==> src/rtl/buzzer_arbiter_if.sv <==
// Request/status bundle between the lock control logic and the buzzer arbiter.
interface buzzer_arbiter_if;
  logic       req_key;
  logic       req_ok;
  logic       req_fail;
  logic       mute;
  logic       buzzer;
  logic       busy;
  logic [1:0] active_id;

  modport master (
    output req_key, req_ok, req_fail, mute,
    input  buzzer, busy, active_id
  );

  modport slave (
    input  req_key, req_ok, req_fail, mute,
    output buzzer, busy, active_id
  );
endinterface

==> src/rtl/buzzer_arbiter.sv <==
// Fixed-priority, preempting sequencer sharing one piezo buzzer among
// key-click, unlock-success and wrong-password tone patterns.
module buzzer_arbiter #(
  parameter int unsigned KEY_HALF    = 50000,
  parameter int unsigned KEY_LEN     = 10000000,
  parameter int unsigned OK_HALF     = 25000,
  parameter int unsigned OK_LEN      = 30000000,
  parameter int unsigned FAIL_HALF   = 100000,
  parameter int unsigned FAIL_LEN    = 15000000,
  parameter int unsigned FAIL_GAP_LO = 5000000,
  parameter int unsigned FAIL_GAP_HI = 10000000
) (
  input logic             clk,
  input logic             rst_n,
  buzzer_arbiter_if.slave bus
);

  localparam int unsigned DUR_W  = 32;
  localparam int unsigned HALF_W = 24;

  // State value doubles as active_id and as the priority rank.
  typedef enum logic [1:0] {
    IDLE = 2'd0,
    KEY  = 2'd1,
    OK   = 2'd2,
    FAIL = 2'd3
  } state_t;

  state_t              state;
  logic [DUR_W-1:0]    dur_cnt;
  logic [HALF_W-1:0]   half_cnt;
  logic                tone;
  logic                buzzer_q;
  logic                busy_q;

  state_t              req_c;
  logic                start_c;
  logic [DUR_W-1:0]    len_lim_c;
  logic [HALF_W-1:0]   half_lim_c;
  state_t              state_nxt_c;
  logic [DUR_W-1:0]    dur_nxt_c;
  logic [HALF_W-1:0]   half_nxt_c;
  logic                tone_nxt_c;
  logic                gap_c;
  logic                buzzer_nxt_c;

  // Highest-priority request this cycle; lower simultaneous requests are dropped.
  always_comb begin
    req_c = IDLE;
    if (bus.req_fail)     req_c = FAIL;
    else if (bus.req_ok)  req_c = OK;
    else if (bus.req_key) req_c = KEY;
  end

  // Equal rank restarts, higher rank preempts, lower rank is ignored.
  assign start_c = (req_c != IDLE) && (2'(req_c) >= 2'(state));

  always_comb begin
    len_lim_c  = '0;
    half_lim_c = '0;
    case (state)
      KEY: begin
        len_lim_c  = DUR_W'(KEY_LEN - 1);
        half_lim_c = HALF_W'(KEY_HALF - 1);
      end
      OK: begin
        len_lim_c  = DUR_W'(OK_LEN - 1);
        half_lim_c = HALF_W'(OK_HALF - 1);
      end
      FAIL: begin
        len_lim_c  = DUR_W'(FAIL_LEN - 1);
        half_lim_c = HALF_W'(FAIL_HALF - 1);
      end
      default: begin
        len_lim_c  = '0;
        half_lim_c = '0;
      end
    endcase
  end

  // A start request wins over the natural end of the running pattern.
  always_comb begin
    state_nxt_c = state;
    dur_nxt_c   = dur_cnt;
    half_nxt_c  = half_cnt;
    tone_nxt_c  = tone;
    if (start_c) begin
      state_nxt_c = req_c;
      dur_nxt_c   = '0;
      half_nxt_c  = '0;
      tone_nxt_c  = 1'b1;
    end else if (state != IDLE) begin
      if (dur_cnt == len_lim_c) begin
        state_nxt_c = IDLE;
        dur_nxt_c   = '0;
        half_nxt_c  = '0;
        tone_nxt_c  = 1'b0;
      end else begin
        dur_nxt_c = dur_cnt + DUR_W'(1);
        if (half_cnt == half_lim_c) begin
          half_nxt_c = '0;
          tone_nxt_c = ~tone;
        end else begin
          half_nxt_c = half_cnt + HALF_W'(1);
        end
      end
    end
  end

  // Gap only masks the output; the tone counters keep running underneath it.
  assign gap_c = (state_nxt_c == FAIL) &&
                 (dur_nxt_c > DUR_W'(FAIL_GAP_LO)) &&
                 (dur_nxt_c < DUR_W'(FAIL_GAP_HI));

  assign buzzer_nxt_c = (state_nxt_c != IDLE) & tone_nxt_c & ~gap_c & ~bus.mute;

  always_ff @(posedge clk or negedge rst_n) begin
    if (!rst_n) begin
      state    <= IDLE;
      dur_cnt  <= '0;
      half_cnt <= '0;
      tone     <= 1'b0;
      buzzer_q <= 1'b0;
      busy_q   <= 1'b0;
    end else begin
      state    <= state_nxt_c;
      dur_cnt  <= dur_nxt_c;
      half_cnt <= half_nxt_c;
      tone     <= tone_nxt_c;
      buzzer_q <= buzzer_nxt_c;
      busy_q   <= (state_nxt_c != IDLE);
    end
  end

  assign bus.buzzer    = buzzer_q;
  assign bus.busy      = busy_q;
  assign bus.active_id = 2'(state);

endmodule

==> src/flat_wrapper.sv <==
// flat-port wrapper written by rule: the top's interface ports become plain ports
module buzzer_arbiter_flat 
#(
  parameter int unsigned KEY_HALF    = 50000,
  parameter int unsigned KEY_LEN     = 10000000,
  parameter int unsigned OK_HALF     = 25000,
  parameter int unsigned OK_LEN      = 30000000,
  parameter int unsigned FAIL_HALF   = 100000,
  parameter int unsigned FAIL_LEN    = 15000000,
  parameter int unsigned FAIL_GAP_LO = 5000000,
  parameter int unsigned FAIL_GAP_HI = 10000000
)
  (clk, rst_n, bus_req_key, bus_req_ok, bus_req_fail, bus_mute, bus_buzzer, bus_busy, bus_active_id);
  buzzer_arbiter_if bus_i ();
  input logic clk;
  input logic rst_n;
  input wire logic [$bits(bus_i.req_key)-1:0] bus_req_key;
  input wire logic [$bits(bus_i.req_ok)-1:0] bus_req_ok;
  input wire logic [$bits(bus_i.req_fail)-1:0] bus_req_fail;
  input wire logic [$bits(bus_i.mute)-1:0] bus_mute;
  output wire logic [$bits(bus_i.buzzer)-1:0] bus_buzzer;
  output wire logic [$bits(bus_i.busy)-1:0] bus_busy;
  output wire logic [$bits(bus_i.active_id)-1:0] bus_active_id;
  assign bus_i.req_key = bus_req_key;
  assign bus_i.req_ok = bus_req_ok;
  assign bus_i.req_fail = bus_req_fail;
  assign bus_i.mute = bus_mute;
  assign bus_buzzer = bus_i.buzzer;
  assign bus_busy = bus_i.busy;
  assign bus_active_id = bus_i.active_id;
  buzzer_arbiter #(.KEY_HALF(KEY_HALF), .KEY_LEN(KEY_LEN), .OK_HALF(OK_HALF), .OK_LEN(OK_LEN), .FAIL_HALF(FAIL_HALF), .FAIL_LEN(FAIL_LEN), .FAIL_GAP_LO(FAIL_GAP_LO), .FAIL_GAP_HI(FAIL_GAP_HI)) u_core (.clk(clk), .rst_n(rst_n), .bus(bus_i));
endmodule
==> config.mk <==
export PLATFORM = sky130hd
export DESIGN_NAME = buzzer_arbiter_flat
export DESIGN_NICKNAME = d
export VERILOG_FILES = /design/src/rtl/buzzer_arbiter_if.sv /design/src/rtl/buzzer_arbiter.sv /design/src/flat_wrapper.sv
export SDC_FILE = /design/constraint.sdc
export NUM_CORES = 1
export LEC_CHECK = 0
export BUFFER_PORTS_ARGS = -buffer_cell sky130_fd_sc_hd__buf_4
export CAP_MARGIN = 20
export CORE_UTILIZATION = 50
export CTS_BUF_LIST = sky130_fd_sc_hd__clkbuf_16
export CTS_CLUSTER_SIZE = 25
export DETAILED_ROUTE_END_ITERATION = 12
export GPL_TIMING_DRIVEN = 1
export PLACE_DENSITY = 0.77
export SETUP_SLACK_MARGIN = 0.15
export SYNTH_ARGS = -nofsm -noshare
export SYNTH_HDL_FRONTEND = slang
export SYNTH_SLANG_ARGS = --single-unit
==> constraint.sdc <==
create_clock -name clk -period 8.2 [get_ports clk]
set_input_delay 1.64 -clock clk [delete_from_list [all_inputs] [get_ports clk]]
set_output_delay 1.64 -clock clk [all_outputs]
set_load 0.01 [all_outputs]
==> out/qor.yml, run 1 <==
clkTransAtPathRegs_ns: 0.05
final_area_mm2: 0.004503
cp_max_fo: 20
cp.arrival_ns: 4.91
synth_commonest_cells: "61 x dfrtp_1, 58 x nor2_1, 35 x nand2_1"
antenna_found_initial: 0
start_kind: "input pin"
status: "finished clean"
hold_buffers: 0
setup_viol: 0
place_area_mm2: 0.004197
grt_start_max_net_pins: 62
gp_congestion: 0.9266
ys_seq_elements: 61
io_buffers: 9
die_h_um: 92.64
syn_nets: 498
p_total_uw: 1097
ioPinCount: 10
drive_above_1_share: 0.07645
cts_max_level: 3
fin_nets: 493
cts_max_path_buffers: 2
hold_class: "register to register"
drv_slew: 0
holdWs_ns: 0.5434
netlist_area_mm2: 0.004108
synth_cells: 484
grt_pass1_vias: 3470
fp.coreArea_mm2: 0.007848
cts_resized: 0
hpwl_mm: 7.250
first_pass_iters: 5
insertedDiodeCount: 0
clock_skew_ns: 0.005840
avgSynthCellArea_um2: 8.487
vias_per_cell: 6.157
synth_top_area_frac: 0.3716
wirelength_mm: 10.18
dpl.cell_count: 570
synth_top_area_cell: "dfrtp_1"
ir_drop_v: 0.0001057
ys.flop_type: "dfrtp_1"
fin_crit_sh: 0.5735
start_util: 0.5234
ys_seq_area_frac: 0.3716
cts.sinks: 61
nFillCells: 719
synth-edff-count: 0
cts_setup_buffers: 0
fin_crit_ns: 4.703
cts_tree: "built"
drc: 0
fmax_ghz: 0.2127
yosysWarnings: 0
row_count: 32
p_per_area_mw_per_mm2: 243.7
worstMarginPinSlew_ns: 1.073
crit_required_ns: 8.41
setup-tns-final_ns: 0
synth_area_leaders: "dfrtp_1 37%, xnor2_1 5.3%, nor2_1 5.3%"
wl_per_cell_um: 17.37
cts-root-buf: "clkbuf_16"
yosysUniqueCellTypes: 63
drt-initial-drc-count: 355
clk_latency_ns: 0.33
final_cells: 586
via_count: 3608
finalHoldViolCount: 0
cap_violations: 0
grt_use_total: 0.2595
yosysMostFrequentCell: "dfrtp_1"
rsz0062_at_grt: "false"
fp.dieArea_mm2: 0.008582
grt.overflow.total: 0
cts_buffers: 9
critical_path_class: "input pin to register"
cp-end-kind: "register"
ant_nets: 0
grt_first_pass_wirelength_mm: 17.50
p_leak_uw: 0.001876
relSlewSlack: 0.2812
synth-async-reset-ratio: 1.000
fp.dieW_um: 92.64
area_growth_pct: 9.625
through the flow:
stage	util	worst slack (ns)
floorplan	-	4.190
global placement	0.5348	3.357
global route	0.5738	3.193
finish	0.5738	3.497
detailed placement	0.5348	3.195
CTS	0.5738	3.511
worst paths after layout:
check | start | endpoint | slack [ns] | cells past startpoint
setup / recovery | bus_req_ok | u_core.bus.buzzer$_DFF_PN0_ | 3.50 | 13
hold / removal | u_core.half_cnt[0]$_DFFE_PN0P_ | u_core.half_cnt[0]$_DFFE_PN0P_ | 0.54 | 1
setup reg to reg | u_core.bus.active_id[0]$_DFF_PN0_ | u_core.bus.buzzer$_DFF_PN0_ | 4.00 | 10
hold reg to reg | u_core.half_cnt[0]$_DFFE_PN0P_ | u_core.half_cnt[0]$_DFFE_PN0P_ | 0.54 | 1
max in group asynchronous | rst_n | u_core.half_cnt[1]$_DFFE_PN0P_ | 6.30 | 1
min in group asynchronous | rst_n | u_core.dur_cnt[3]$_DFF_PN0_ | 1.38 | 1
critical path, stage by stage:
cell,delay (ns)
buf_4,0.08
inv_1,0.03
a21oi_1,0.22
ha_1,0.27
nand2b_1,0.14
a21oi_1,0.55
nor2_1,0.26
a21o_1,0.44
buf_4,0.31
nor2b_1,0.16
nor4b_1,0.24
a21oi_1,0.12
o41a_1,0.43
report_power, final:
group | leakage (uW) | switching [uW] | internal (uW)
logic | 0.000890 | 222 | 125
registers | 0.000831 | 35.9 | 320
clock network | 0.000155 | 133 | 261
total | 0.00188 | 391 | 706
sequential cells by signal (all words and copies together), names as in the netlist:
signal and count:
u_core.bus.active_id 2, u_core.bus.busy 1, u_core.tone 1, u_core.dur_cnt 32, u_core.half_cnt 24, u_core.bus.buzzer 1
per-layer routing:
layer | track usage | part of all wire | wire length [um] | vias to the layer above
met3 | 0.04516 | 0.064 | 653 | 25
met2 | 0.3728 | 0.44 | 4429 | 124
met1 | 0.3901 | 0.48 | 4881 | 1728
met5 | 0 | 0 | 0 | -
met4 | 0.09103 | 0.021 | 214 | 0
li1 | - | - | - | 1731
cell type report:
cell class / count / area, um^2 / area share
multi-input combinational: 383 / 2411 / 0.5354
sequential: 61 / 1526 / 0.3390
clock buffer: 9 / 225.2 / 0.05001
tap: 102 / 127.6 / 0.02834
timing repair buffer: 11 / 82.58 / 0.01834
clock inverter: 7 / 81.33 / 0.01806
inverter: 13 / 48.80 / 0.01084
kinds of logic (layout without fill, tap and decap cells):
family | after synthesis | in the layout | synth area share
AO/OA/AOI/OAI | 88 | 88 | 0.1374
XOR/XNOR | 49 | 49 | 0.1045
adder cells (fa/ha/maj) | 8 | 8 | 0.02437
flip-flops | 61 | 61 | 0.3716
buffers and inverters | 40 | 40 | 0.04142
AND/OR/NAND/NOR | 236 | 236 | 0.3159
multiplexers | 2 | 2 | 0.004874
placed cells by master, fill, tap and decap left out, types with 6 or more instances in the layout:
master and instances:
a21oi_1 25, o21ai_0 23, clkbuf_16 9, nor2_1 58
nor3_1 18, or3_1 14, buf_4 11, xor2_1 24
nand2_1 35, dfrtp_1 61, nor4_1 14, nand3_1 23
nand4_1 20, o22ai_1 6, inv_1 14, and3_1 12
nor2b_1 8, ha_1 8, xnor2_1 25
Power figures use the tool's default switching activity.
==> inputs of run 2 (changes only) <==
--- a/config.mk
+++ b/config.mk
@@ -12,7 +12,7 @@
 export CTS_CLUSTER_SIZE = 25
 export DETAILED_ROUTE_END_ITERATION = 12
 export GPL_TIMING_DRIVEN = 1
-export PLACE_DENSITY = 0.77
+export PLACE_DENSITY = 0.8
 export SETUP_SLACK_MARGIN = 0.15
 export SYNTH_ARGS = -nofsm -noshare
 export SYNTH_HDL_FRONTEND = slang
==> constraint.sdc (replaced) <==
create_clock -name clk -period 3.8 [get_ports clk]
set_input_delay 0.76 -clock clk [delete_from_list [all_inputs] [get_ports clk]]
set_output_delay 0.76 -clock clk [all_outputs]
set_load 0.01 [all_outputs]
==> out/qor.yml, run 2 (same netlist as run 1, synthesis figures left out) <==
rrSetupSlack_ns: 0.36  # -3.64 ns
timing.rr.start: "u_core.bus.active_id[0]$_DFF_PN0_"
antenna_found_initial: 0  # unchanged
cts_setup_buffers: 0  # unchanged
ant_nets: 0  # unchanged
crit_buf_inv: 1  # -2
cts.sinks: 61  # unchanged
crit_path_top_delay_cell: "or4b_1"
worstMarginPinSlew_ns: 0.7798  # -0.2934 ns
rsz0062_at_grt: "false"
p_per_area_mw_per_mm2: 525.7  # +120%
area_growth_pct: 10.87
cts_tree: "built"
vias_per_cell: 6.289  # +2.1%
cp_max_fo: 10  # -50%
insertedDiodeCount: 0  # unchanged
top_register: "u_core.dur_cnt"
io_buffers: 9  # unchanged
ioPinCount: 10  # unchanged
drc: 0  # unchanged
row_count: 32  # unchanged
wl_per_cell_um: 17.32  # -0.29%
hpwl_mm: 7.345  # +1.3%
cts_max_level: 3  # unchanged
setup_viol: 0  # unchanged
rr_endpoint: "u_core.bus.buzzer$_DFF_PN0_"
via_count: 3723  # +3.2%
grt_pass1_vias: 3445  # -0.72%
start_kind: "register"
grt_first_pass_wirelength_mm: 17.42  # -0.43%
drt-initial-drc-count: 364  # +2.5%
ir_drop_v: 0.0002929  # +180%
finalHoldViolCount: 0  # unchanged
cts_max_path_buffers: 2  # unchanged
largest_reg_flops: 32  # unchanged
reg2reg_depth: 10  # unchanged
fin_crit_sh: 0.9045
grt.overflow.total: 0  # unchanged
first_pass_iters: 5  # unchanged
drive_above_1_share: 0.09388  # +0.01743
p_leak_uw: 0.001909  # +1.7%
fin_nets: 500  # +1.4%
status: "finished clean"
hold_class: "input pin to asynchronous set/reset pin"
crit_chain: "inv_1 -> ha_1 -> nand4b_4 -> nor4_4 -> xnor2_1 -> or4b_1 -> or3_1 -> o21ai_1 -> a21oi_1 -> o41a_1"
nFillCells: 692  # -3.8%
cp.arrival_ns: 3.64  # -1.27 ns
cts-root-buf: "clkbuf_16"
clkTransAtPathRegs_ns: 0.05  # about the same
slowest_delay_ns: 0.57  # +0.02 ns
clk_latency_ns: 0.33  # about the same
final_area_mm2: 0.004554  # +1.1%
drv_slew: 0  # unchanged
fmax_ghz: 0.2909
wirelength_mm: 10.25  # +0.73%
fp.coreArea_mm2: 0.007848  # unchanged
relSlewSlack: 0.4801  # +0.1990
fin_crit_ns: 3.437
start_util: 0.5234  # unchanged
grt_use_total: 0.2612  # +0.001745
crit_required_ns: 4.00  # -4.41 ns
crit_family: "simple AND/OR/NAND/NOR gates"
die_h_um: 92.64  # unchanged
critical_path_class: "register to register"
fp.dieW_um: 92.64  # unchanged
cts_buffers: 9  # unchanged
setup-tns-final_ns: 0  # unchanged
cap_violations: 0  # unchanged
place_area_mm2: 0.004249  # +1.3%
gp_congestion: 0.9820  # +6.0%
cp-end-kind: "register"
clock_skew_ns: 0.007706  # +0.001865 ns
final_cell_mix: "61 x dfrtp_1, 58 x nor2_1, 35 x nand2_1"
fin_util: 0.5804  # +0.006537
grt_start_max_net_pins: 62  # unchanged
fp.dieArea_mm2: 0.008582  # unchanged
mostFrequentLayoutCell: "dfrtp_1"
==> run 2: changes by cell type in the layout (fill, tap and decap cells not counted), sizes merged <==
cell  change
buf       +7
inv       -1
==> run 2: worst max path at each step <==
stage | depth (start not counted) | from | slack (ns) | end
after floorplan | 11 | u_core.bus.active_id[0]$_DFF_PN0_ | 0.46 | u_core.bus.buzzer$_DFF_PN0_
after global placement | 12 | bus_req_ok | 0.44 | u_core.bus.buzzer$_DFF_PN0_
after detailed placement | 12 | bus_req_ok | 0.33 | u_core.bus.buzzer$_DFF_PN0_
after CTS | 11 | u_core.bus.active_id[0]$_DFF_PN0_ | 0.30 | u_core.bus.buzzer$_DFF_PN0_
after global routing | 10 | u_core.bus.active_id[0]$_DFF_PN0_ | 0.16 | u_core.bus.buzzer$_DFF_PN0_
final | 10 | u_core.bus.active_id[0]$_DFF_PN0_ | 0.36 | u_core.bus.buzzer$_DFF_PN0_
==> run 2: repair_timing <==
| action | in CTS | in global routing |
|---|---|---|
| setup endpoints to repair | 0 | 1 |
| hold buffers | 0 | 0 |
| resized for setup | 0 | 1 |
==> run 2: layer usage <==
layer / up-vias / share of wire / global-route usage
li1: 1755 / - / -
met1: 1804 / 0.47 / 0.3910
met2: 147 / 0.45 / 0.3790
met3: 17 / 0.063 / 0.03777
met4: 0 / 0.018 / 0.1026
met5: - / 0 / 0
==> run 2: worst register-to-register path, delay by kind of cell (launching register included) <==
family	cells	cell delay [ns]
buffers and inverters	1	0.15
adder cells (fa/ha/maj)	1	0.28
AND/OR/NAND/NOR	4	1.55
flip-flops	1	0.55
AO/OA/AOI/OAI	3	0.60
XOR/XNOR	1	0.18
==> run 2: per-stage QoR <==
| step | hold slack (ns) | std cells | setup WS [ns] | total power, uW |
|---|---|---|---|---|
| after floorplan | 0.4644 | 484 | 0.4573 | 1303 |
| after global placement | 0.5257 | 577 | 0.4375 | 1523 |
| after detailed placement | 0.5243 | 577 | 0.3348 | 1549 |
| after CTS | 0.5437 | 592 | 0.3038 | 2400 |
| after global routing | 0.5587 | 592 | 0.1640 | 2530 |
| final | 0.5165 | 592 | 0.3630 | 2394 |
==> run 2: power breakdown <==
| part | leakage [uW] | internal (uW) | switching, uW |
|---|---|---|---|
| sequential | 0.000831 | 690 | 72.0 |
| combinational | 0.000925 | 301 | 491 |
| clock | 0.000152 | 563 | 277 |
| total | 0.00191 | 1550 | 840 |
==> run 2: layout make-up <==
| type | instances | area, um^2 | share of cell area |
|---|---|---|---|
| Multi-Input combinational cell | 383 | 2412 | 0.5297 |
| Sequential cell | 61 | 1526 | 0.3352 |
| Clock buffer | 9 | 225.2 | 0.04945 |
| Timing Repair Buffer | 18 | 135.1 | 0.02967 |
| Tap cell | 102 | 127.6 | 0.02802 |
| Clock inverter | 6 | 78.83 | 0.01731 |
| Inverter | 13 | 48.80 | 0.01071 |
==> inputs of run 3 (changes only) <==
--- a/config.mk
+++ b/config.mk
@@ -12,8 +12,9 @@
 export CTS_CLUSTER_SIZE = 25
 export DETAILED_ROUTE_END_ITERATION = 12
 export GPL_TIMING_DRIVEN = 1
+export MAX_ROUTING_LAYER = met4
 export PLACE_DENSITY = 0.8
-export SETUP_SLACK_MARGIN = 0.15
+export SETUP_SLACK_MARGIN = 0.02
 export SYNTH_ARGS = -nofsm -noshare
 export SYNTH_HDL_FRONTEND = slang
 export SYNTH_SLANG_ARGS = --single-unit
==> out/qor.yml, run 3 (same netlist as run 1, synthesis figures left out) <==
cap_violations: 0  # unchanged
fin_nets: 500  # unchanged
wl_per_cell_um: 17.33  # about the same
multiInputGateArea_mm2: 0.002411  # about the same
relSlewSlack: 0.4838  # +0.003656
highest_layer: "met4"
cts_max_level: 3  # unchanged
clock_skew_ns: 0.006077  # -0.001629 ns
ant_nets: 0  # unchanged
fin_crit_sh: 0.8932  # -0.01125
register_area_mm2: 0.001526  # unchanged
m1WireLength_mm: 4.727  # -2.2%
row_count: 32  # unchanged
die_h_um: 92.64  # unchanged
rsz0062_at_grt: "false"
hold_class: "input pin to asynchronous set/reset pin"
start_util: 0.5234  # unchanged
worstMarginPinSlew_ns: 0.7743  # -0.005484 ns
cts_resized: 0  # unchanged
top_register: "u_core.dur_cnt"
cts-root-buf: "clkbuf_16"
wirelength_mm: 10.26  # about the same
cts_buffers: 9  # unchanged
grt_pass1_vias: 3485  # +1.2%
fp.dieArea_mm2: 0.008582  # unchanged
grt.overflow.total: 0  # unchanged
finalWorstSetupSlack_ns: 0.4057  # +0.04276 ns
insertedDiodeCount: 0  # unchanged
ir_drop_v: 0.0002738  # -6.5%
nFillCells: 703  # +1.6%
first_pass_iters: 5  # unchanged
crit_chain: "inv_1 -> ha_1 -> or4_1 -> o21a_1 -> nor4_1 -> a21o_1 -> buf_4 -> nor4b_1 -> nand4_1 -> a21oi_1 -> o41a_1"
final_cells: 592  # unchanged
crit_path_top_delay_cell: "dfrtp_1"
io_buffers: 9  # unchanged
drv_slew: 0  # unchanged
fp.coreArea_mm2: 0.007848  # unchanged
cts.sinks: 61  # unchanged
clkTransAtPathRegs_ns: 0.05  # about the same
area_growth_pct: 9.686
fin_crit_ns: 3.394  # -0.04276 ns
slowest_delay_ns: 0.53  # -0.04 ns
ioPinCount: 10  # unchanged
finalHoldViolCount: 0  # unchanged
grt_first_pass_wirelength_mm: 17.56  # +0.79%
drive_above_1_share: 0.08776  # -0.006122
antenna_found_initial: 0  # unchanged
rr_endpoint: "u_core.bus.buzzer$_DFF_PN0_"
final_cell_mix: "61 x dfrtp_1, 58 x nor2_1, 35 x nand2_1"
hold_buffers: 0  # unchanged
p_per_area_mw_per_mm2: 506.0  # -3.8%
cts_tree: "built"
largest_reg_flops: 32  # unchanged
p_leak_uw: 0.001877  # -1.7%
rrSetupSlack_ns: 0.41  # +0.04 ns
cts_setup_buffers: 0  # unchanged
crit_required_ns: 4.01  # about the same
setup-tns-final_ns: 0  # unchanged
grt_start_max_net_pins: 62  # unchanged
setup_viol: 0  # unchanged
mostFrequentLayoutCell: "dfrtp_1"
grt_use_total: 0.2711  # +0.009883
drt-initial-drc-count: 376  # +3.3%
dpl.cell_count: 577  # unchanged
cp_max_fo: 14  # +4
route.met3.wl_um: 737  # +14%
cp.arrival_ns: 3.61  # -0.03 ns
cp-end-kind: "register"
wl_met2_mm: 4.546  # -0.81%
fp.dieW_um: 92.64  # unchanged
pre_cts_ws_ns: 0.2910  # -0.04382 ns
clk_latency_ns: 0.33  # about the same
start_kind: "register"
vias_per_cell: 6.336  # +0.75%
cts_max_path_buffers: 2  # unchanged
drc: 0  # unchanged
hpwl_mm: 7.361  # +0.22%
gp_congestion: 0.9975  # +1.6%
critical_path_class: "register to register"
timing.rr.start: "u_core.bus.active_id[0]$_DFF_PN0_"
via_count: 3751  # +0.75%
fmax_ghz: 0.2946  # +1.3%
reg2reg_depth: 11  # +1
status: "finished clean"
==> run 3: changes by cell type in the layout (fill, tap and decap cells not counted), sizes merged <==
cell / previous run / this run
bufinv: 2 / 0
clkinvlp: 0 / 2
==> run 3: power by group <==
| group | switching, uW | internal, uW | leakage (uW) |
|---|---|---|---|
| clock network | 293 | 428 | 0.000120 |
| registers | 70.4 | 690 | 0.000831 |
| logic | 499 | 299 | 0.000926 |
| total | 862 | 1420 | 0.00188 |
==> run 3: layout make-up <==
class | instances | area share
clock inverter | 6 | 0.006943
multi-input combinational | 383 | 0.5351
timing repair buffer | 18 | 0.02999
inverter | 13 | 0.01083
sequential | 61 | 0.3388
clock buffer | 9 | 0.04999
tap | 102 | 0.02833
==> run 3: through the flow <==
step                      area, um^2  hold slack [ns]  total power, uW    util
after floorplan                 4108           0.4644             1303       -
after global placement          4249           0.5262             1527  0.5415
after detailed placement        4249           0.5246             1547  0.5415
after CTS                       4506           0.5359             2268  0.5741
after global routing            4506           0.5599             2402  0.5741
final                           4506           0.5032             2280  0.5741
==> run 3: worst max-delay path, delay by kind of cell, from the launching register on <==
family	cells	cell delay, ns
adders and majority gates	1	0.33
and+or+nand+nor	4	1.04
buffers and inverters	2	0.42
DFF	1	0.53
AOI/OAI and AO/OA	4	0.94
==> run 3: worst max path at each step <==
stage,startpoint,end,slack (ns),cells past startpoint
final,u_core.bus.active_id[0]$_DFF_PN0_,u_core.bus.buzzer$_DFF_PN0_,0.41,11
after global routing,u_core.bus.active_id[0]$_DFF_PN0_,u_core.bus.buzzer$_DFF_PN0_,0.20,11
after CTS,u_core.bus.active_id[0]$_DFF_PN0_,u_core.bus.buzzer$_DFF_PN0_,0.46,11
after detailed placement,bus_req_ok,u_core.bus.buzzer$_DFF_PN0_,0.29,13
after global placement,bus_req_ok,u_core.bus.buzzer$_DFF_PN0_,0.41,12
after floorplan,u_core.bus.active_id[0]$_DFF_PN0_,u_core.bus.buzzer$_DFF_PN0_,0.46,11
==> run 3: per-layer routing <==
metal	track usage	vias up
met1	0.3919	1813
li1	-	1758
met4	0.1154	0
met3	0.04269	29
met5	-	-
met2	0.3765	151
